### config.mk
export PLATFORM = sky130hd
export DESIGN_NAME = hit_window_counter
export DESIGN_NICKNAME = d
export VERILOG_FILES = /design/src/rtl/hit_window_counter_pkg.sv /design/src/rtl/hit_window_counter_window_timer.sv /design/src/rtl/hit_window_counter.sv
export SDC_FILE = /design/constraint.sdc
export NUM_CORES = 1
export LEC_CHECK = 0
export ABC_CLOCK_PERIOD_IN_PS = 3750
export BUFFER_PORTS_ARGS = -buffer_cell sky130_fd_sc_hd__buf_4
export CAP_MARGIN = 10
export CELL_PAD_IN_SITES_DETAIL_PLACEMENT = 0
export CELL_PAD_IN_SITES_GLOBAL_PLACEMENT = 2
export CORE_MARGIN = 10
export CORE_UTILIZATION = 35
export DETAILED_ROUTE_END_ITERATION = 7
export MAX_ROUTING_LAYER = met4
export PLACE_DENSITY_LB_ADDON = 0.1
export REMOVE_ABC_BUFFERS = 1
export SLEW_MARGIN = 20
export SYNTH_ARGS = -nofsm -noshare
export SYNTH_HDL_FRONTEND = slang
export SYNTH_SLANG_ARGS = --single-unit
export TNS_END_PERCENT = 100
### constraint.sdc
create_clock -name clk -period 3.75 [get_ports clk]
set_input_delay 0.375 -clock clk [delete_from_list [all_inputs] [get_ports clk]]
set_output_delay 0.375 -clock clk [all_outputs]
set_load 0.1 [all_outputs]
### src/rtl/hit_window_counter_pkg.sv
// Shared definitions for the hit window counter.
// Holds the FSM state encoding and a width-parameterised saturating increment.
package hit_window_counter_pkg;

  typedef enum logic {
    IDLE = 1'b0,
    RUN  = 1'b1
  } state_t;

  // Adds inc to val and clamps the result at 2^width-1. Widths up to 32 are
  // supported; callers cast the 32-bit result back to their own width.
  function automatic logic [31:0] sat_inc(input logic [31:0] val,
                                          input logic        inc,
                                          input int unsigned width);
    logic [31:0] max_val;
    max_val = (width >= 32) ? 32'hFFFF_FFFF : ((32'd1 << width) - 32'd1);
    if (inc && (val < max_val)) begin
      return val + 32'd1;
    end
    return val;
  endfunction

endpackage

### src/rtl/hit_window_counter_window_timer.sv
// Window position timer.
// Ports: clk, rst (sync, active-high), clr (return to window start),
//        step (advance one cycle), last_cycle (index is at WIN_LEN-1).
module window_timer #(
  parameter int unsigned WIN_LEN = 16
) (
  input  logic clk,
  input  logic rst,
  input  logic clr,
  input  logic step,
  output logic last_cycle
);

  localparam int unsigned IDX_W = $clog2(WIN_LEN);

  logic [IDX_W-1:0] win_idx;

  assign last_cycle = (win_idx == IDX_W'(WIN_LEN - 1));

  // Wrap explicitly so non-power-of-two window lengths close on time.
  always_ff @(posedge clk) begin
    if (rst || clr) begin
      win_idx <= '0;
    end else if (step) begin
      win_idx <= last_cycle ? '0 : win_idx + IDX_W'(1);
    end
  end

endmodule

### src/rtl/hit_window_counter.sv
// Counts detector hits over fixed windows of WIN_LEN clocks and publishes each
// window total through a valid/ready output register.
// Ports: clk, rst (sync, active-high), en (run / abort window), hit (match flag),
//        clr_ovr (clear sticky overrun), count_out/out_valid/out_ready (report
//        handshake), overrun (report dropped while pending), busy (state is RUN).
module hit_window_counter
  import hit_window_counter_pkg::*;
#(
  parameter int unsigned CNT_W   = 8,
  parameter int unsigned WIN_LEN = 16
) (
  input  logic             clk,
  input  logic             rst,
  input  logic             en,
  input  logic             hit,
  input  logic             clr_ovr,
  output logic [CNT_W-1:0] count_out,
  output logic             out_valid,
  input  logic             out_ready,
  output logic             overrun,
  output logic             busy
);

  state_t           state;
  logic [CNT_W-1:0] acc;
  logic [CNT_W-1:0] acc_inc;
  logic             counting;
  logic             aborting;
  logic             last_cycle;
  logic             close;

  assign counting = (state == RUN) && en;
  assign aborting = (state == RUN) && !en;
  assign close    = counting && last_cycle;
  assign acc_inc  = CNT_W'(sat_inc(32'(acc), hit, CNT_W));
  assign busy     = (state == RUN);

  window_timer #(
    .WIN_LEN(WIN_LEN)
  ) u_window_timer (
    .clk       (clk),
    .rst       (rst),
    .clr       (aborting),
    .step      (counting),
    .last_cycle(last_cycle)
  );

  // FSM, accumulator and report register.
  always_ff @(posedge clk) begin
    if (rst) begin
      state     <= IDLE;
      acc       <= '0;
      count_out <= '0;
      out_valid <= 1'b0;
      overrun   <= 1'b0;
    end else begin
      case (state)
        IDLE: begin
          if (en) state <= RUN;
        end
        RUN: begin
          if (!en) begin
            state <= IDLE;
            acc   <= '0;
          end else if (last_cycle) begin
            acc <= '0;
          end else begin
            acc <= acc_inc;
          end
        end
        default: state <= IDLE;
      endcase

      // A close with a simultaneous accept reloads and keeps out_valid high.
      if (close && (!out_valid || out_ready)) begin
        count_out <= acc_inc;
        out_valid <= 1'b1;
      end else if (out_valid && out_ready) begin
        out_valid <= 1'b0;
      end

      // A new overrun event takes priority over a clear in the same cycle.
      if (close && out_valid && !out_ready) begin
        overrun <= 1'b1;
      end else if (clr_ovr) begin
        overrun <= 1'b0;
      end
    end
  end

endmodule

==> metrics.md <==
| Metric | Value |
|---|---|
| Tcrit/Tclk final | 47.9% |
| Reg2Reg Setup Slack | 1.95 ns |
| First-pass GRT wire length | 4240 µm |
| I/O Buffers | 16 |
| Post-Syn Area | 0.00114 mm² |
| # hold bufs at CTS | 0 |
| Synth Flop Type | dfxtp_1 |
| Simple-gate share of the synthesized area | 28.2% |
| Pin count of the biggest net entering global routing | 21 |
| DP HPWL | 1790 µm |
| Sequential area share after synthesis | 40.5% |
| Die span in y | 77.0 µm |
| CP arrival | 2.05 ns |
| H-tree depth | 1 |
| Post-route cell area | 0.00130 mm² |
| Slew Limit Fails | 0 |
| Antenna diodes | 0 |
| Final Non-Filler Cells | 187 |
| Worst hold path startpoint | clr_ovr |
| Inst Count DP | 183 |
| Die Width | 77.0 µm |
| Status | finished, final reports clean |
| Critical Path End Type | register |
| Post-CTS repair timing setup buffer count | 0 |
| I/O pin total | 17 |
| Seq pwr share | 63.3% |
| Layout overhead on the synthesized area | 14.6% |
| Post-synth cell types | 42 |
| Post-Place Worst Slack | 1.99 ns |
| Root buf cell | clkbuf_4 |
| Pint | 296 µW |
| PwrDens | 302 mW/mm² |
| Initial DRC count | 53 |
| Crit-path cells | ha_1 -> and3_4 -> nor3_1 -> a21oi_1 -> o21ai_2 |
| Top cell family by delay on the critical path | simple AND/OR/NAND/NOR gates |
| Cell Area, Placed | 0.00127 mm² |
| Adder-Cell Fraction of Synth Area | 2.20% |
| Setup TNS Final | 0 ns |
| TritonCTS clock tree | yes |
| Unrepaired setup endpoints after global routing | no |
| Combinational Power Share | 7.0% |
| Num Clock Sinks | 23 |
| Sw Share | 24.7% |
| Worst slew margin | 46.1% |
| Max-cap violations | 0 |
| Yosys warns | 0 |
| Full die area | 0.00593 mm² |
| DRC | 0 |
| Syn avg cell area | 8.81 µm² |
| Worst setup margin | 1.95 ns |
| Min-Delay Path Class | in2reg |
| Vias in the first global route | 877 |
| Crit path launch type | register |
| Gr usage total | 8.69% |
| Total wire length | 2430 µm |
| Drt pass-1 iters | 4 |
| Crit-path slowest cell | nor3_1 |
| Number of routed nets with antenna violations | 0 |
| Mux cell area share after synthesis | 2.64% |
| Leak | 0.491 nW |
| Fin nets | 152 |
| NetSw | 97.0 µW |
| Slew of the pin with the lowest slew margin | 0.802 ns |
| Row Count | 20 |
| Initial Util | 36.9% |
| Crit path time final | 1.80 ns |
| Routability congestion estimate | 0.836 |
| Num CTS Buffers | 3 |
| Largest family of logic cells by synthesized area | simple AND/OR/NAND/NOR gates |
| Post-Syn Instances | 129 |
| Maximum vdd drop | 127 µV |
| Worst-path maximum fanout | 7 |
| Via Count | 962 |
| Post-synth ARST share | 0% |
| Share of layout cells above drive strength 1 | 21.7% |
| Maximum clock rate | 0.556 GHz |
| Final Hold Fails | 0 |
| Crit Path Category | reg2reg |
| Clk pwr share | 29.8% |
| Initial antenna violation count | 0 |
| Worst Hold End | overrun |
| WP buf/inv | 0 |
| Core Region | 0.00308 mm² |
| FF+latch count, synth | 23 |
| Xor and xnor area share after synthesis | 2.31% |
| CP Data Required Time | 4.00 ns |
| Worst-path clk slew | 0.13 ns |
| Grt ovf | 0 |
| Skew final | 0.00119 ns |
| Endpoints failing setup | 0 |
| Post-synthesis compound-gate area fraction | 20.3% |
| Hold depth | 4 |
| Clk buf depth | 2 |
| R2r startpoint | u_window_timer.win_idx[0] |
| Routed wire per std cell | 13.0 µm |
| Clock Latency Late Sink | 0.31 ns |
| Reg2reg end | acc[3] |
| Post-synth EDFFs | 0 |
| Slowest stage delay, CP | 0.65 ns |
| Resize count post-CTS | 0 |
| Vias/cell | 5.14 |
| R2r worst-path depth | 5 |
==> stage by stage <==
step / hold WS [ns] / total power [mW] / util (%)
after floorplan: 0.442 / 0.269 / -
after global placement: 0.458 / 0.282 / 41.4
after detailed placement: 0.464 / 0.281 / 41.4
after CTS: 0.339 / 0.399 / 42.3
after global routing: 0.339 / 0.418 / 42.3
final: 0.356 / 0.393 / 42.3
==> worst register-to-register path: cells and delay by family (launching register included) <==
kind,cells,cell delay [ns]
AO/OA/AOI/OAI,2,0.32
adder cells (fa/ha/maj),1,0.24
flip-flops,1,0.35
AND/OR/NAND/NOR,2,0.84
==> registers in the layout, summed over array words and instances, names as in the netlist <==
signal	cells
u_window_timer.win_idx	4
acc	8
overrun	1
count_out	8
busy	1
out_valid	1
==> cells in the final DEF, fill, tap and decap left out, types with 2 or more instances in the layout <==
cell,n
nor2b_1,2
nand2_1,7
dfxtp_1,23
a21o_1,2
o21ai_0,6
and3_1,3
nand2b_1,9
nor3_1,3
o22ai_1,3
nand4_1,3
nand3_1,5
a21oi_1,10
buf_4,16
clkbuf_4,3
o21ai_2,2
mux2i_1,3
inv_1,2
a31oi_1,2
xnor2_1,3
nor2_1,13
ha_1,2
a211oi_1,3
==> metal layers <==
metal / routed length (µm) / share of wire (%) / GRT usage [%]
met1: 1160 / 48 / 10.6
met2: 1070 / 44 / 13.2
met3: 176 / 7.3 / 2.91
met4: 19 / 0.78 / 2.74
met5: 0 / 0 / -
==> worst max path at each step <==
| stage | startpoint | end | cells after the start |
|---|---|---|---|
| 5_1_grt | u_window_timer.win_idx[0] | count_out[6] | 5 |
| 3_5_place_dp | u_window_timer.win_idx[0] | acc[3] | 5 |
| 3_3_place_gp | acc[0] | count_out[1] | 5 |
| 6_report | u_window_timer.win_idx[0] | acc[3] | 5 |
| 4_1_cts | u_window_timer.win_idx[1] | count_out[6] | 5 |
| 2_1_floorplan | busy | acc[3] | 4 |
==> synthesized netlist by cell type (2+ instances only) <==
cell type,number,area [µm²]
dfxtp_1,23,460
nor2_1,13,48.8
a21oi_1,10,50.1
nand2b_1,9,56.3
nand2_1,7,26.3
o21ai_0,6,30.0
nand3_1,5,25.0
a211oi_1,3,22.5
and3_1,3,18.8
mux2i_1,3,30.0
nand4_1,3,18.8
nor3_1,3,15.0
o22ai_1,3,18.8
xnor2_1,3,26.3
a21o_1,2,15.0
a31oi_1,2,12.5
clkbuf_1,2,7.51
ha_1,2,25.0
inv_1,2,7.51
nor2b_1,2,12.5
o21ai_2,2,17.5
==> cells by family after synthesis <==
group | after synthesis
xor gates and xnor gates | 3
DFF | 23
muxes | 3
and+or+nand+nor | 55
AOI/OAI and AO/OA | 35
buffers and inverters | 8
adders and majority gates | 2
==> area by class of cell <==
cell class	instances	area, µm²
well taps	44	55.1
inverters	2	7.51
multi-input cells	98	632
clock inverters	1	5.00
repair buffers	16	120
clock buffers	3	22.5
flip-flops and latches	23	460
fillers	348	1780
==> power by group through the flow <==
stage | clock, mW | combinational (mW) | sequential (mW)
3_5_place_dp | 0 | 0.0276 | 0.254
3_3_place_gp | 0 | 0.0278 | 0.254
4_1_cts | 0.123 | 0.0277 | 0.249
2_1_floorplan | 0 | 0.0115 | 0.257
6_report | 0.117 | 0.0274 | 0.249
5_1_grt | 0.138 | 0.0305 | 0.249
No activity file was read; power rests on OpenSTA's default activity.
